<file path="config.mk">
export PLATFORM = sky130hd
export DESIGN_NAME = change_dispenser_flat
export DESIGN_NICKNAME = d
export VERILOG_FILES = /design/src/rtl/change_dispenser_if.sv /design/src/rtl/change_dispenser.sv /design/src/flat_wrapper.sv
export SDC_FILE = /design/constraint.sdc
export NUM_CORES = 1
export LEC_CHECK = 0
export ABC_AREA = 1
export BUFFER_PORTS_ARGS = -buffer_cell sky130_fd_sc_hd__buf_2
export CORE_MARGIN = 5
export CORE_UTILIZATION = 58
export CTS_CLUSTER_SIZE = 12
export DETAILED_ROUTE_END_ITERATION = 12
export PLACE_DENSITY_LB_ADDON = 0.3
export SYNTH_ARGS = -nofsm -noshare
export SYNTH_HDL_FRONTEND = slang
export SYNTH_SLANG_ARGS = --single-unit
</file>
<file path="constraint.sdc">
create_clock -name clk -period 3.6 [get_ports clk]
set_input_delay 1.08 -clock clk [delete_from_list [all_inputs] [get_ports clk]]
set_output_delay 1.08 -clock clk [all_outputs]
set_load 0.005 [all_outputs]
</file>
<file path="src/rtl/change_dispenser_if.sv">
`default_nettype none
// ============================================================================
// Module      : change_dispenser_if
// Description : Payout bus between the vending controller / coin hopper side
//               (master) and the change dispenser (slave).
//               master -> slave : req, amount, hop_ack, refill_m1, refill_m2
//               slave -> master : eject_m1, eject_m2, busy, done, short, owed,
//                                 to, stock_m1, stock_m2, state
// Revision    : 1.0 - initial release
// ============================================================================
interface change_dispenser_if;
    logic       req;
    logic [3:0] amount;
    logic       hop_ack;
    logic       refill_m1;
    logic       refill_m2;
    logic       eject_m1;
    logic       eject_m2;
    logic       busy;
    logic       done;
    logic       short;
    logic [3:0] owed;
    logic       to;
    logic [3:0] stock_m1;
    logic [3:0] stock_m2;
    logic [2:0] state;

    modport master (
        output req, amount, hop_ack, refill_m1, refill_m2,
        input  eject_m1, eject_m2, busy, done, short, owed, to,
               stock_m1, stock_m2, state
    );

    modport slave (
        input  req, amount, hop_ack, refill_m1, refill_m2,
        output eject_m1, eject_m2, busy, done, short, owed, to,
               stock_m1, stock_m2, state
    );
endinterface
`default_nettype wire

</file>
<file path="src/rtl/change_dispenser.sv">
`default_nettype none
// ============================================================================
// Module      : change_dispenser
// Description : Greedy two-tube change payout engine. Latches an amount on
//               req, ejects one coin per hopper handshake (M2 before M1),
//               tracks per-tube stock, reports any unpaid remainder and
//               flags a jammed hopper through a sticky timeout.
// Ports       : clk   - system clock, rising edge
//               reset - synchronous active-high reset
//               bus   - change_dispenser_if.slave (request, hopper handshake,
//                       refills, status and debug state)
// Revision    : 1.0 - initial release
// ============================================================================
module change_dispenser #(
    parameter int VAL_M1     = 1,
    parameter int VAL_M2     = 2,
    parameter int TO_CYCLES  = 16,
    parameter int STOCK_INIT = 0
) (
    input wire                clk,
    input wire                reset,
    change_dispenser_if.slave bus
);

    localparam logic [2:0] c_IDLE  = 3'd0;
    localparam logic [2:0] c_CALC  = 3'd1;
    localparam logic [2:0] c_WAIT  = 3'd2;
    localparam logic [2:0] c_DONE  = 3'd3;
    localparam logic [2:0] c_FAULT = 3'd4;

    localparam int              c_CW         = (TO_CYCLES > 1) ? $clog2(TO_CYCLES) : 1;
    localparam logic [c_CW-1:0] c_CNT_LAST   = c_CW'(TO_CYCLES - 1);
    localparam logic [3:0]      c_V1         = 4'(VAL_M1);
    localparam logic [3:0]      c_V2         = 4'(VAL_M2);
    localparam logic [3:0]      c_STOCK_INIT = 4'(STOCK_INIT);
    localparam logic [3:0]      c_STOCK_MAX  = 4'hF;

    logic [2:0]      r_state;
    logic [3:0]      r_owed;
    logic [c_CW-1:0] r_cnt;
    logic            r_tube_m2;   // tube of the coin currently awaiting ack
    logic [3:0]      r_stock_m1;
    logic [3:0]      r_stock_m2;
    logic            r_eject_m1;
    logic            r_eject_m2;
    logic            r_busy;
    logic            r_done;
    logic            r_short;
    logic            r_to;

    logic            w_ack_m1;
    logic            w_ack_m2;
    logic [3:0]      w_stock_m1_nxt;
    logic [3:0]      w_stock_m2_nxt;

    // An ack only counts while a coin is outstanding.
    assign w_ack_m1 = (r_state == c_WAIT) && bus.hop_ack && !r_tube_m2;
    assign w_ack_m2 = (r_state == c_WAIT) && bus.hop_ack &&  r_tube_m2;

    // Refill and ack on the same tube cancel; refill saturates, ack floors at 0.
    always_comb begin
        w_stock_m1_nxt = r_stock_m1;
        if (bus.refill_m1 && !w_ack_m1) begin
            if (r_stock_m1 != c_STOCK_MAX) w_stock_m1_nxt = r_stock_m1 + 4'd1;
        end else if (w_ack_m1 && !bus.refill_m1) begin
            if (r_stock_m1 != 4'd0) w_stock_m1_nxt = r_stock_m1 - 4'd1;
        end
    end

    always_comb begin
        w_stock_m2_nxt = r_stock_m2;
        if (bus.refill_m2 && !w_ack_m2) begin
            if (r_stock_m2 != c_STOCK_MAX) w_stock_m2_nxt = r_stock_m2 + 4'd1;
        end else if (w_ack_m2 && !bus.refill_m2) begin
            if (r_stock_m2 != 4'd0) w_stock_m2_nxt = r_stock_m2 - 4'd1;
        end
    end

    always_ff @(posedge clk) begin
        if (reset) begin
            r_state    <= c_IDLE;
            r_owed     <= 4'd0;
            r_cnt      <= '0;
            r_tube_m2  <= 1'b0;
            r_stock_m1 <= c_STOCK_INIT;
            r_stock_m2 <= c_STOCK_INIT;
            r_eject_m1 <= 1'b0;
            r_eject_m2 <= 1'b0;
            r_busy     <= 1'b0;
            r_done     <= 1'b0;
            r_short    <= 1'b0;
            r_to       <= 1'b0;
        end else begin
            r_stock_m1 <= w_stock_m1_nxt;
            r_stock_m2 <= w_stock_m2_nxt;
            // Eject and done are single-cycle pulses; only the transitions
            // below raise them.
            r_eject_m1 <= 1'b0;
            r_eject_m2 <= 1'b0;
            r_done     <= 1'b0;

            case (r_state)
                c_IDLE: begin
                    if (bus.req) begin
                        r_owed  <= bus.amount;
                        r_short <= 1'b0;
                        r_busy  <= 1'b1;
                        r_state <= c_CALC;
                    end
                end

                c_CALC: begin
                    if (r_owed == 4'd0) begin
                        r_done  <= 1'b1;
                        r_state <= c_DONE;
                    end else if ((r_owed >= c_V2) && (r_stock_m2 != 4'd0)) begin
                        r_eject_m2 <= 1'b1;
                        r_tube_m2  <= 1'b1;
                        r_cnt      <= '0;
                        r_state    <= c_WAIT;
                    end else if ((r_owed >= c_V1) && (r_stock_m1 != 4'd0)) begin
                        r_eject_m1 <= 1'b1;
                        r_tube_m2  <= 1'b0;
                        r_cnt      <= '0;
                        r_state    <= c_WAIT;
                    end else begin
                        r_short <= 1'b1;
                        r_done  <= 1'b1;
                        r_state <= c_DONE;
                    end
                end

                c_WAIT: begin
                    // An ack on the final counted cycle still wins over timeout.
                    if (bus.hop_ack) begin
                        r_owed  <= r_owed - (r_tube_m2 ? c_V2 : c_V1);
                        r_cnt   <= '0;
                        r_state <= c_CALC;
                    end else if (r_cnt == c_CNT_LAST) begin
                        r_to    <= 1'b1;
                        r_state <= c_FAULT;
                    end else begin
                        r_cnt <= r_cnt + 1'b1;
                    end
                end

                c_DONE: begin
                    r_busy  <= 1'b0;
                    r_state <= c_IDLE;
                end

                c_FAULT: begin
                    // Parked until reset; only the stock path stays live.
                    r_busy <= 1'b1;
                end

                default: begin
                    r_busy  <= 1'b0;
                    r_state <= c_IDLE;
                end
            endcase
        end
    end

    assign bus.eject_m1 = r_eject_m1;
    assign bus.eject_m2 = r_eject_m2;
    assign bus.busy     = r_busy;
    assign bus.done     = r_done;
    assign bus.short    = r_short;
    assign bus.owed     = r_owed;
    assign bus.to       = r_to;
    assign bus.stock_m1 = r_stock_m1;
    assign bus.stock_m2 = r_stock_m2;
    assign bus.state    = r_state;

endmodule
`default_nettype wire

</file>
<file path="src/flat_wrapper.sv">
// flat-port wrapper written by rule: the top's interface ports become plain ports
module change_dispenser_flat 
#(
    parameter int VAL_M1     = 1,
    parameter int VAL_M2     = 2,
    parameter int TO_CYCLES  = 16,
    parameter int STOCK_INIT = 0
)
  (clk, reset, bus_req, bus_amount, bus_hop_ack, bus_refill_m1, bus_refill_m2, bus_eject_m1, bus_eject_m2, bus_busy, bus_done, bus_short, bus_owed, bus_to, bus_stock_m1, bus_stock_m2, bus_state);
  change_dispenser_if bus_i ();
  input wire clk;
  input wire reset;
  input wire logic [$bits(bus_i.req)-1:0] bus_req;
  input wire logic [$bits(bus_i.amount)-1:0] bus_amount;
  input wire logic [$bits(bus_i.hop_ack)-1:0] bus_hop_ack;
  input wire logic [$bits(bus_i.refill_m1)-1:0] bus_refill_m1;
  input wire logic [$bits(bus_i.refill_m2)-1:0] bus_refill_m2;
  output wire logic [$bits(bus_i.eject_m1)-1:0] bus_eject_m1;
  output wire logic [$bits(bus_i.eject_m2)-1:0] bus_eject_m2;
  output wire logic [$bits(bus_i.busy)-1:0] bus_busy;
  output wire logic [$bits(bus_i.done)-1:0] bus_done;
  output wire logic [$bits(bus_i.short)-1:0] bus_short;
  output wire logic [$bits(bus_i.owed)-1:0] bus_owed;
  output wire logic [$bits(bus_i.to)-1:0] bus_to;
  output wire logic [$bits(bus_i.stock_m1)-1:0] bus_stock_m1;
  output wire logic [$bits(bus_i.stock_m2)-1:0] bus_stock_m2;
  output wire logic [$bits(bus_i.state)-1:0] bus_state;
  assign bus_i.req = bus_req;
  assign bus_i.amount = bus_amount;
  assign bus_i.hop_ack = bus_hop_ack;
  assign bus_i.refill_m1 = bus_refill_m1;
  assign bus_i.refill_m2 = bus_refill_m2;
  assign bus_eject_m1 = bus_i.eject_m1;
  assign bus_eject_m2 = bus_i.eject_m2;
  assign bus_busy = bus_i.busy;
  assign bus_done = bus_i.done;
  assign bus_short = bus_i.short;
  assign bus_owed = bus_i.owed;
  assign bus_to = bus_i.to;
  assign bus_stock_m1 = bus_i.stock_m1;
  assign bus_stock_m2 = bus_i.stock_m2;
  assign bus_state = bus_i.state;
  change_dispenser #(.VAL_M1(VAL_M1), .VAL_M2(VAL_M2), .TO_CYCLES(TO_CYCLES), .STOCK_INIT(STOCK_INIT)) u_core (.clk(clk), .reset(reset), .bus(bus_i));
endmodule
</file>
==> summary.txt <==
min-delay src -> u_core.bus.to
TritonRoute pass-1 iters -> 5
final critical-path required period -> 2.29 ns
total nets after synthesis -> 238
ratio of cells with drive above 1 in the final layout -> 22.9%
max-slew violations -> 0
dpl cell area -> 1730 um2
warnings from Yosys -> 0
worst skew pair latency -> 0.32 ns
clock tree sinks -> 26
Max Buffers Root-to-Sink -> 2
P_leak -> 0.866 nW
post-layout util -> 69.6%
initial core utilization -> 61.6%
commonest non-fill, non-tap cells in the layout -> nand2_1, nor2_1, buf_2
R2R Path End -> u_core.bus.stock_m2[3]
Final TNS setup -> 0 ns
hold depth -> 2
Hold Crit Class -> reg -> reg
clk root buf -> clkbuf_4
number of global-route vias before repair -> 1430
Worst Skew -> 0.00347 ns
maxcap violations -> 0
most common cell after layout, fill and taps aside -> nand2_1
Met3 Wirelength -> 195 um
most frequent CP cell -> nand2_1
clock buffer count from CTS -> 3
area of the mapped netlist -> 1550 um2
Cells after Synth -> 218
Worst Hold Path EP -> u_core.bus.to
WS Path Type -> in -> reg
first-pass GRT wire length -> 5780 um
routed wire length -> 3340 um
Synth area leaders -> dfxtp_1, nand2_1, nor2_1
Area growth, synth to finish -> 13.1%
met2 WL -> 1690 um
cts hold-fix bufs -> 0
R2R Setup Slk -> 1.65 ns
Critical Path Start Type -> input port
cells on worst reg2reg path -> 12
Seq/Total Area, Yosys -> 33.5%
Detail Placement HPWL -> 2640 um
Die Span Y -> 61.7 um
vias -> 1515
number of remaining DRC errors -> 0
largest net degree at the start of global routing -> 15
Post-DRT Antenna Nets -> 0
design area -> 1760 um2
NumNets Final -> 271
Worst Setup End Kind -> flop
RSZ-0062 raised after global routing -> false
slew margin rel. -> 77.4%
input/output buffers -> 30
Die ar. -> 3810 um2
CTS tree -> built
M1 WL -> 1390 um
crit share post-route -> 63.6%
syn_area_per_cell -> 7.12 um2
postcts setup bufs -> 0
H-tree depth -> 1
gr ovfl total -> 0
Least-Margin Pin Slew -> 0.339 ns
R2R Path Start -> u_core.bus.state[1]
library cells used by synthesis -> 28
VDD IR max -> 385 uV
Worst path slowest cell -> ha_1
WP data arrival -> 2.56 ns
max incr delay on CP -> 0.29 ns
antenna diode count -> 0
cell taking the most area after synthesis -> dfxtp_1
final hold viol count -> 0
DR iter-0 viols -> 105
Core ar. -> 2520 um2
outcome -> complete, no violations
clock-pin slew on the worst setup and hold paths -> 0.13 ns
Top Ports -> 31
PD cells -> 472 nW/um2
vias per std cell -> 5.43
Peak Freq -> 437 MHz
global-route usage over all layers -> 19.9%
RePlAce Congestion -> 0.848
Setup violations, final -> 0
#FFs+latches synth -> 26
worst path cell trace -> buf_2 -> nand4_1 -> nand2_1 -> ha_1 -> nand2_1 -> nand2_1 -> nor2_1 -> inv_1 -> nand2_1 -> nand2_1 -> nor2_2 -> nor2_1 -> nor2_1
highest routed layer -> met4
FP Rows -> 18
post-CTS sizing -> 0
WL/cell -> 12.0 um
initial antenna violation count -> 0
Tot Pwr -> 0.000829 W
Die W -> 61.7 um
CP max FO -> 6
top cell type's share of synthesized area -> 33.5%
worst endpoint required time -> 3.87 ns
-- report_power, final --
| part | internal (W) | total, W | switching [W] |
|---|---|---|---|
| sequential | 0.000325 | 0.000367 | 0.0000427 |
| combinational | 0.000131 | 0.000337 | 0.000207 |
| clock | 0.0000393 | 0.000124 | 0.0000850 |
-- synthesized netlist by cell type --
library cell	number
fa_1	3
o211ai_1	1
or2_2	1
inv_1	20
nor3_1	1
o21bai_1	1
clkbuf_1	2
nand4_1	10
nor2_2	3
o21ai_1	1
nand3_2	1
nand2_1	44
xor2_1	3
dfxtp_1	26
a22oi_1	1
nor2_4	1
nor2_1	34
a21oi_1	18
inv_4	1
nand3_1	11
and2_4	1
inv_2	3
a21oi_2	3
nand2_2	6
o21ai_0	11
nand3_4	1
ha_1	7
nand2_4	3
-- how the worst max path moves through the flow --
stage	from	to	slack, ns	cells after the start
2_1_floorplan	bus_hop_ack	u_core.bus.stock_m1[3]	1.30	11
3_3_place_gp	bus_hop_ack	u_core.bus.stock_m1[3]	1.00	12
3_5_place_dp	bus_hop_ack	u_core.bus.stock_m1[3]	0.98	12
4_1_cts	bus_hop_ack	u_core.bus.stock_m1[3]	1.32	13
5_1_grt	bus_hop_ack	u_core.bus.stock_m1[3]	1.11	13
6_report	bus_hop_ack	u_core.bus.stock_m2[3]	1.31	13
-- layout make-up --
class	instances	area (um2)
Clock buffer	3	22.5
Fill cell	228	767
Inverter	24	92.6
Multi-Input combinational cell	166	932
Sequential cell	26	520
Tap cell	30	37.5
Timing Repair Buffer	30	150
-- kinds of logic (layout without fill, tap and decap cells) --
kind of cell	after synthesis	in the layout	synth area share, %
AO/OA/AOI/OAI	36	36	12.8
XOR/XNOR	3	3	1.69
adder cells (fa/ha/maj)	10	10	9.51
buffers and inverters	26	57	6.45
flip-flops	26	26	33.5
AND/OR/NAND/NOR	117	117	36.0
-- per-layer routing --
layer  vias up  global-route usage (%)
met5         -                       0
li1        777                       -
met4         0                    7.88
met3         9                    3.72
met1       688                    23.1
met2        41                    35.7
-- state kept, by name, indices dropped and copies added (netlist names), 3 cells and up --
signal / cells
u_core.bus.stock_m1: 4
u_core.bus.stock_m2: 4
u_core.bus.owed: 4
u_core.r_cnt: 4
u_core.bus.state: 3
-- through the flow --
step                      setup slack, ns  std cells  hold WS (ns)
after floorplan                      1.30        218         0.447
after global placement               1.00        276         0.437
after detailed placement            0.976        276         0.443
after CTS                            1.32        279         0.462
after global routing                 1.11        279         0.491
final                                1.31        279         0.459
-- critical path: cells and delay by family --
| kind | cells | cell delay (ns) |
|---|---|---|
| adders and majority gates | 1 | 0.29 |
| buffers and inverters | 2 | 0.20 |
| and+or+nand+nor | 10 | 0.99 |
Note: power is estimated with default switching activity, not from simulation.
